## config.mk

```make
export PLATFORM = sky130hd
export DESIGN_NAME = router_pkt_tx
export DESIGN_NICKNAME = d
export VERILOG_FILES = /design/src/rtl/router_pkt_tx.sv
export SDC_FILE = /design/constraint.sdc
export NUM_CORES = 1
export LEC_CHECK = 0
export CORE_MARGIN = 2
export CORE_UTILIZATION = 55
export CTS_CLUSTER_SIZE = 28
export DETAILED_ROUTE_END_ITERATION = 8
export PLACE_DENSITY = 0.76
export SETUP_SLACK_MARGIN = 0.1
export SYNTH_ARGS = -nofsm -noshare
export SYNTH_HDL_FRONTEND = slang
export SYNTH_SLANG_ARGS = --single-unit
```

## constraint.sdc

```tcl
create_clock -name clk -period 5.9 [get_ports clk]
set_input_delay 1.475 -clock clk [delete_from_list [all_inputs] [get_ports clk]]
set_output_delay 1.475 -clock clk [all_outputs]
set_load 0.005 [all_outputs]
```

## src/rtl/router_pkt_tx.sv

```systemverilog
// router_pkt_tx: buffers one command plus payload, then drives header/payload/parity into the router and reports its parity-error status
// Ports: clk/rst (async active-low); cmd_valid/cmd_ready/cmd_addr/cmd_len/cmd_bad_par command handshake;
//        pl_valid/pl_ready/pl_data payload handshake; data/pkt_valid/busy/err router input port;
//        done/tx_err per-packet completion and error status; bad_cmd rejected-command pulse
module router_pkt_tx #(
    parameter int MAX_LEN    = 63,
    parameter int CHK_CYCLES = 4
) (
    input  logic       clk,
    input  logic       rst,
    input  logic       cmd_valid,
    output logic       cmd_ready,
    input  logic [1:0] cmd_addr,
    input  logic [5:0] cmd_len,
    input  logic       cmd_bad_par,
    input  logic       pl_valid,
    output logic       pl_ready,
    input  logic [7:0] pl_data,
    output logic [7:0] data,
    output logic       pkt_valid,
    input  logic       busy,
    input  logic       err,
    output logic       done,
    output logic       tx_err,
    output logic       bad_cmd
);
    typedef enum logic [2:0] {IDLE, LOAD, HDR, PAY, PAR, CHK, FIN} state_t;
    localparam int CW = $clog2(CHK_CYCLES) + 1;

    state_t        state_q, state_d;
    logic [1:0]    addr_q, addr_d;
    logic [5:0]    len_q, len_d, idx_q, idx_d;
    logic [7:0]    par_q, par_d, data_q, data_d;
    logic [CW-1:0] cnt_q, cnt_d;
    logic          bad_par_q, bad_par_d, flag_q, flag_d;
    logic          pkt_valid_q, pkt_valid_d, cmd_ready_q, cmd_ready_d;
    logic          pl_ready_q, pl_ready_d, bad_cmd_q, bad_cmd_d;
    logic [7:0]    mem_q [MAX_LEN];
    logic          wr_en, cmd_acc, pl_acc, last, consume;

    assign cmd_acc = cmd_valid && cmd_ready_q;
    assign pl_acc  = pl_valid && pl_ready_q;
    assign last    = idx_q == len_q - 6'd1;
    assign consume = !busy;

    always_comb begin
        state_d   = state_q;
        addr_d    = addr_q;
        len_d     = len_q;
        bad_par_d = bad_par_q;
        idx_d     = idx_q;
        par_d     = par_q;
        cnt_d     = cnt_q;
        flag_d    = flag_q;
        bad_cmd_d = 1'b0;
        wr_en     = 1'b0;
        case (state_q)
            IDLE: if (cmd_acc) begin
                if (cmd_addr == 2'd3 || cmd_len == 6'd0) begin
                    bad_cmd_d = 1'b1;
                end else begin
                    state_d   = LOAD;
                    addr_d    = cmd_addr;
                    len_d     = cmd_len;
                    bad_par_d = cmd_bad_par;
                    idx_d     = 6'd0;
                    // parity is seeded with the header and folded in as bytes load
                    par_d     = {cmd_len, cmd_addr};
                end
            end
            LOAD: if (pl_acc) begin
                wr_en   = 1'b1;
                par_d   = par_q ^ pl_data;
                idx_d   = last ? 6'd0 : idx_q + 6'd1;
                state_d = last ? HDR : LOAD;
            end
            HDR: if (consume) state_d = PAY;
            PAY: if (consume) begin
                idx_d   = last ? idx_q : idx_q + 6'd1;
                state_d = last ? PAR : PAY;
            end
            PAR: if (consume) begin
                state_d = CHK;
                cnt_d   = '0;
            end
            CHK: begin
                flag_d  = flag_q | err;
                cnt_d   = cnt_q + 1'b1;
                state_d = (cnt_q == CW'(CHK_CYCLES - 1)) ? FIN : CHK;
            end
            FIN: begin
                flag_d  = 1'b0;
                state_d = IDLE;
            end
            default: state_d = IDLE;
        endcase
        // outputs are registered, so they are derived from the next state
        cmd_ready_d = state_d == IDLE;
        pl_ready_d  = state_d == LOAD;
        pkt_valid_d = state_d == HDR || state_d == PAY;
        data_d      = state_d == HDR ? {len_q, addr_q} :
                      state_d == PAY ? mem_q[idx_d] :
                      state_d == PAR ? par_q ^ {8{bad_par_q}} : 8'h00;
    end

    always_ff @(posedge clk or negedge rst) begin
        if (!rst) begin
            state_q     <= IDLE;
            addr_q      <= '0;
            len_q       <= '0;
            bad_par_q   <= 1'b0;
            idx_q       <= '0;
            par_q       <= '0;
            cnt_q       <= '0;
            flag_q      <= 1'b0;
            data_q      <= '0;
            pkt_valid_q <= 1'b0;
            cmd_ready_q <= 1'b0;
            pl_ready_q  <= 1'b0;
            bad_cmd_q   <= 1'b0;
        end else begin
            state_q     <= state_d;
            addr_q      <= addr_d;
            len_q       <= len_d;
            bad_par_q   <= bad_par_d;
            idx_q       <= idx_d;
            par_q       <= par_d;
            cnt_q       <= cnt_d;
            flag_q      <= flag_d;
            data_q      <= data_d;
            pkt_valid_q <= pkt_valid_d;
            cmd_ready_q <= cmd_ready_d;
            pl_ready_q  <= pl_ready_d;
            bad_cmd_q   <= bad_cmd_d;
        end
    end

    always_ff @(posedge clk) begin
        if (wr_en) mem_q[idx_q] <= pl_data;
    end

    assign cmd_ready = cmd_ready_q;
    assign pl_ready  = pl_ready_q;
    assign data      = data_q;
    assign pkt_valid = pkt_valid_q;
    assign bad_cmd   = bad_cmd_q;
    assign done      = state_q == FIN;
    assign tx_err    = state_q == FIN && flag_q;
endmodule

```

==> results of run 1 <==
[worst max-delay path, cell delays in order (launching register included)]
cell	delay, ns
sky130_fd_sc_hd__dfrtp_1	0.44
sky130_fd_sc_hd__inv_1	0.15
sky130_fd_sc_hd__ha_1	0.28
sky130_fd_sc_hd__and3b_1	0.20
sky130_fd_sc_hd__nor3_2	0.34
sky130_fd_sc_hd__nand2_1	0.47
sky130_fd_sc_hd__nand2_4	0.26
sky130_fd_sc_hd__ha_1	0.14
sky130_fd_sc_hd__o21ai_0	0.07
sky130_fd_sc_hd__a22o_1	0.25
sky130_fd_sc_hd__a21oi_4	0.19
sky130_fd_sc_hd__buf_12	0.27
sky130_fd_sc_hd__buf_12	0.31
sky130_fd_sc_hd__mux2i_1	0.27
sky130_fd_sc_hd__o21ai_0	0.10
sky130_fd_sc_hd__o221ai_1	0.24
sky130_fd_sc_hd__o21ai_0	0.13
sky130_fd_sc_hd__a21boi_0	0.28
sky130_fd_sc_hd__nand4_1	0.24
sky130_fd_sc_hd__a221o_1	0.40
[synth_stat cells (all sizes together), types with 17 or more instances]
cell,n
nand2,322
nor3,30
clkbuf,34
mux2i,47
a31oi,24
mux2,19
o221ai,21
nor2,134
nand3,112
buf,82
inv,22
edfxtp,504
a21oi,79
o22ai,17
a211oi,19
dfrtp,42
and3,22
o21ai,54
[power breakdown]
| group | switching (mW) | total (mW) | internal (mW) | leakage, nW |
|---|---|---|---|---|
| Sequential | 0.196 | 4.55 | 4.36 | 5.06 |
| Clock | 1.47 | 3.29 | 1.82 | 0.801 |
| Combinational | 2.76 | 4.20 | 1.44 | 3.03 |
[worst min path at each step]
stage / cells past startpoint / from / slack [ns] / end
after floorplan: 2 / cnt_q[2] / 0.45 / cnt_q[2]
after global routing: 1 / cnt_q[1] / 0.52 / cnt_q[1]
after CTS: 2 / cnt_q[2] / 0.50 / cnt_q[2]
after global placement: 2 / cnt_q[2] / 0.46 / cnt_q[2]
final: 2 / cnt_q[2] / 0.49 / cnt_q[2]
after detailed placement: 2 / cnt_q[2] / 0.48 / cnt_q[2]
[logic make-up (layout without fill, tap and decap cells)]
group           after synthesis  in the layout
compound gates              363            363
xor+xnor                     15             15
fa+ha+maj                     5              5
buf+inv                     139            227
flops                       546            546
mux                          75             75
simple gates                691            691
[routing by layer]
layer,track usage (%),part of all wire (%),up-vias
met2,46.8,45,1153
met4,12.8,4.4,4
met1,43.3,39,8088
li1,-,-,7085
met5,0,0.048,-
met3,7.18,12,205
[metrics by stage]
stage               power [mW]  hold WS, ns  instances  area [um^2]  util (%)
floorplan                 7.19        0.450       1834        23700         -
global route              12.4        0.523       2461        26400      62.5
detailed placement        8.68        0.481       2364        24700      58.6
finish                    12.0        0.488       2461        26400      62.5
CTS                       11.9        0.496       2461        26400      62.5
global placement          8.61        0.462       2364        24700      58.6
[area by class of cell]
class | count | area (um^2)
clock buffers | 69 | 1410
repair buffers | 107 | 961
flip-flops and latches | 546 | 16200
clock inverters | 28 | 244
fillers | 3126 | 15800
multi-input cells | 1149 | 6820
well taps | 539 | 674
inverters | 23 | 93.8
[registers in the layout, summed over array words and instances, names as in the netlist]
signal / flops
data: 8
cmd_ready: 1
state_q: 3
bad_cmd: 1
par_q: 8
pl_ready: 1
addr_q: 2
pkt_valid: 1
mem_q: 504
bad_par_q: 1
flag_q: 1
len_q: 6
cnt_q: 3
idx_q: 6
==> impl_metrics.tcl, run 1 <==
set metrics [dict create \
    outcome "finished clean" \
    synth-edff-count 504 \
    fin_setup_tns_ns 0 \
    timing.final.hold_violations 0 \
    final_nets 1909 \
    post-cts-setup-buffer-count 0 \
    worstPathArrival_ns 5.74 \
    via_count 16500 \
    timing_worst_slew_pin_value_ns 1.12 \
    most-common-layout-cells "sky130_fd_sc_hd__edfxtp_1 (504), sky130_fd_sc_hd__nand2_1 (319), sky130_fd_sc_hd__nor2_1 (132)" \
    timing.fmax_ghz 0.191 \
    synth_cells 1834 \
    synth.top_cells.by_area "sky130_fd_sc_hd__edfxtp_1 (64%), sky130_fd_sc_hd__nand2_1 (5.1%), sky130_fd_sc_hd__dfrtp_1 (4.4%)" \
    ioPinCount 37 \
    asyncSetResetFlopFracSynth_pct 7.69 \
    yosys.area_share.xor_xnor_pct 0.587 \
    dp_hpwl_um 44100 \
    min-delay-path-class "reg2reg" \
    grt_max_degree 91 \
    clock_buffers_created_by_tritoncts 54 \
    synth-seq-area-share_pct 68.4 \
    die_area_um2 44700 \
    yosys.area_share.simple_pct 13.0 \
    crit_path_required_time_ns 6.40 \
    synthDominantAreaCellType "sky130_fd_sc_hd__edfxtp_1" \
    worstSetupPathType "reg2reg" \
    place_ws_ns 0.251 \
    crit_path_end "data[4]" \
    clkTransAtPathRegs_ns 0.07 \
    starting_drc_count_in_detailed_routing 2776 \
    clk-insertion-delay-late_ns 0.62 \
    wl_per_cell_um 27.7 \
    worst_slack_ns 0.659 \
    place.port_buffers 36 \
    power.leakage_nw 8.89 \
    rows 75 \
    synth_top_cell_area_share_pct 64.0 \
    synthesis.nets 1862 \
    maxSlewViolCount 0 \
    final_min_period_over_clock_period_pct 88.8 \
    total_global_routing_track_utilization_pct 30.9 \
    fp.coreArea_um2 42200 \
    drive_gt1_share_pct 11.7 \
    grt_remaining_overflow 0 \
    chipWidth_um 211 \
    setup_viol 0 \
    critPathMaxFanout 58 \
    firstDrtPassIters 8 \
    slew_headroom_pct 25.4 \
    combinational_family_with_the_most_area_after_synthesis "simple AND/OR/NAND/NOR gates" \
    mappedNetlistArea_um2 23700 \
    holdBufCountCts 0 \
    crit_path_from "len_q[0]" \
    first_global_vias 16000 \
    finalWorstPathRequiredPeriod_ns 5.24 \
    post_synth_num_cell_types 102 \
    worstReg2RegEnd "data[4]" \
    compound_gate_portion_of_the_synthesized_area_pct 11.2 \
    fp.dieH_um 211 \
    global_route_wire_length_before_repair_um 102000 \
    post_synth_adder_cell_area_pct 0.264 \
    cts.sink_count 546 \
    start_kind "register" \
    yosys_warnings 0 \
    worst-r2r-cell-count 19 \
    irDropWorstVdd_mv 0.347 \
    grt_setup_unrepaired "false" \
    worstReg2RegStart "len_q[0]" \
    antenna_violations_before_repair 2 \
    timing.reg2reg.setup_slack_ns 0.66 \
    postRouteAntennaNets 0 \
    tritoncts_clock_tree "built" \
    initial_utilization_pct 56.0 \
    post_cts_resized 0 \
    layout.cells.most_common "sky130_fd_sc_hd__edfxtp_1" \
    remaining_drc_errors 0 \
    layout-area-overhead-vs-synth_pct 11.5 \
    wl_um 68200 \
    gp_congestion 1.01 \
    cts_buffer_depth 3 \
    synthesis.area_per_instance_um2 12.9 \
    cts.htree.levels 2 \
    cts-root-buf "sky130_fd_sc_hd__clkbuf_16" \
    synthFlopType "sky130_fd_sc_hd__edfxtp_1" \
    powerDensity_nw_per_um2 456 \
    yosys-mux-area-fraction_pct 3.75 \
    insertedDiodeCount 0 \
    vias_per_cell 6.72 \
    flops_latches_synth 546 \
    timing.clock.skew_ns 0.0236 \
    cap_viol_max_count 0 \
    crit_path_end_kind "register" \
]
Power figures use the tool's default switching activity.
==> run 2: changes to the inputs <==
- PLACE_DENSITY: 0.76 -> 0.79
- SKIP_CTS_REPAIR_TIMING: not set -> 1
==> impl_metrics.tcl, run 2 (synthesized netlist as in run 1, its figures left out) <==
set metrics [dict create \
    rows 75 \
    sw_share_pct 36.6 \
    grt_setup_unrepaired "false" \
    fp.dieH_um 211 \
    setup_viol 0 \
    crit_path_end_kind "register" \
    placed_cells_incl_taps 2352 \
    initial_utilization_pct 56.0 \
    critPathMaxFanout 13 \
    antenna_violations_before_repair 1 \
    global_route_wire_length_before_repair_um 97600 \
    min-delay-path-class "reg2reg" \
    regMostFlops "mem_q" \
    crit_path_from "cmd_len[3]" \
    gp_congestion 0.949 \
    cp.buffers_inverters 2 \
    total_global_routing_track_utilization_pct 29.4 \
    firstDrtPassIters 8 \
    total_power_mw 11.7 \
    chipWidth_um 211 \
    maxSlewViolCount 0 \
    most-common-layout-cells "sky130_fd_sc_hd__edfxtp_1 (504), sky130_fd_sc_hd__nand2_1 (319), sky130_fd_sc_hd__nor2_1 (132)" \
    worst-r2r-cell-count 17 \
    grt_remaining_overflow 0 \
    place.port_buffers 36 \
    drive_gt1_share_pct 10.8 \
    layout.area.seq_um2 16200 \
    finalWorstPathRequiredPeriod_ns 5.31 \
    multi_input_comb_area_um2 6820 \
    timing.clock.skew_ns 0.0212 \
    cts-root-buf "sky130_fd_sc_hd__clkbuf_16" \
    timing.critical_path.slowest_stage_cell "sky130_fd_sc_hd__a211oi_1" \
    worstSetupPathType "in2reg" \
    worstReg2RegEnd "data[4]" \
    finish.instance_area_um2 26100 \
    wl_per_cell_um 26.7 \
    first_global_vias 15600 \
    non_filler_instances 2446 \
    power.sequential.fraction_pct 38.9 \
    critical_path_depth 13 \
    tritoncts_clock_tree "built" \
    cap_viol_max_count 0 \
    crit_chain "clkdlybuf4s50_1, nor4_1, a211oi_1, o211ai_1, or2_1, o221ai_1, inv_2, nor2_2, nand2_1, a31oi_1, a22oi_1, a31oi_1, a211oi_1" \
    irDropWorstVdd_mv 0.272 \
    postPlaceCellArea_um2 24600 \
    layout-area-overhead-vs-synth_pct 10.5 \
    via_count 16500 \
    insertedDiodeCount 0 \
    timing_worst_slew_pin_value_ns 1.35 \
    internal-power_mw 7.42 \
    outcome "finished clean" \
    layout.cells.most_common "sky130_fd_sc_hd__edfxtp_1" \
    postRouteAntennaNets 0 \
    fin_setup_tns_ns 0 \
    timing.final.hold_violations 0 \
    comb_power_share_pct 34.5 \
    slew_headroom_pct 9.86 \
    worstReg2RegStart "len_q[0]" \
    crit_path_end "data[0]" \
    fillers 3081 \
    final_nets 1895 \
    clock_power_share_pct 26.6 \
    remaining_drc_errors 0 \
    die_area_um2 44700 \
    timing.critical_path.max_delay_family "compound AO/OA/AOI/OAI gates" \
    start_kind "input port" \
    dp_hpwl_um 41200 \
    final_min_period_over_clock_period_pct 90.1 \
    cts.htree.levels 2 \
    timing.reg2reg.setup_slack_ns 0.66 \
    worst_path_largest_cell_delay_ns 0.63 \
    grt_max_degree 88 \
    timing.fmax_ghz 0.188 \
    cts.sink_count 546 \
    cts_buffer_depth 3 \
    crit_path_required_time_ns 6.37 \
    ioPinCount 37 \
    fp.coreArea_um2 42200 \
    power.leakage_nw 8.77 \
    p_sw_mw 4.28 \
    starting_drc_count_in_detailed_routing 2755 \
    powerDensity_nw_per_um2 447 \
    clk-insertion-delay-late_ns 0.61 \
    max_ffs_per_register 504 \
    wl_um 65400 \
    clkTransAtPathRegs_ns 0.06 \
    worstPathArrival_ns 5.78 \
    clock_buffers_created_by_tritoncts 52 \
    vias_per_cell 6.75 \
]
==> run 2: layer usage <==
metal	part of all wire, %	GRT usage, %	routed length, um
met5	0.020	0	13
met4	4.5	13.2	2960
met3	12	5.74	8020
met2	45	44.8	29700
met1	38	41.3	24700
==> run 2: through the flow <==
step	utilization [%]	setup slack, ns	hold slack, ns
2_1_floorplan	-	1.83	0.450
3_3_place_gp	58.2	0.235	0.462
3_5_place_dp	58.2	0.211	0.471
4_1_cts	61.9	0.790	0.484
5_1_grt	61.9	0.419	0.535
6_report	61.9	0.586	0.479
==> run 2: worst min-delay path by stage <==
| stage | cells past startpoint | slack, ns | end | startpoint |
|---|---|---|---|---|
| floorplan | 2 | 0.45 | cnt_q[2] | cnt_q[2] |
| CTS | 2 | 0.48 | cnt_q[2] | cnt_q[2] |
| global route | 2 | 0.54 | cnt_q[2] | cnt_q[2] |
| global placement | 2 | 0.46 | cnt_q[2] | cnt_q[2] |
| detailed placement | 2 | 0.47 | cnt_q[2] | cnt_q[2] |
| finish | 2 | 0.48 | cnt_q[2] | cnt_q[2] |
==> run 2: cell type report <==
type                    count  share of cell area, %
multi-input cells        1149                   26.1
flip-flops and latches    546                   61.9
inverters                  23                  0.359
clock buffers              67                   5.27
clock inverters            27                  0.632
repair buffers             95                   3.14
well taps                 539                   2.58
==> run 2: power groups by stage <==
stage | Clock, mW | Sequential, mW | Combinational [mW]
global placement | 0 | 4.61 | 3.81
finish | 3.11 | 4.54 | 4.03
floorplan | 0 | 4.52 | 2.67
global route | 3.26 | 4.56 | 4.26
CTS | 3.12 | 4.53 | 3.92
detailed placement | 0 | 4.61 | 3.89
==> run 2: worst register-to-register path, stage by stage, from the launching register on <==
cell and delay, ns:
sky130_fd_sc_hd__dfrtp_1 0.46, sky130_fd_sc_hd__inv_1 0.13, sky130_fd_sc_hd__ha_1 0.27, sky130_fd_sc_hd__and3b_1 0.21, sky130_fd_sc_hd__nor3_2 0.29, sky130_fd_sc_hd__nand2_1 0.45, sky130_fd_sc_hd__nand2_4 0.26, sky130_fd_sc_hd__ha_1 0.14
sky130_fd_sc_hd__o21ai_0 0.07, sky130_fd_sc_hd__a22o_1 0.25, sky130_fd_sc_hd__a21oi_4 0.35, sky130_fd_sc_hd__clkinv_2 0.47, sky130_fd_sc_hd__nor2_1 0.64, sky130_fd_sc_hd__buf_4 0.21, sky130_fd_sc_hd__a221oi_1 0.08, sky130_fd_sc_hd__o21ai_0 0.18
sky130_fd_sc_hd__nand4_1 0.28, sky130_fd_sc_hd__a221o_1 0.39
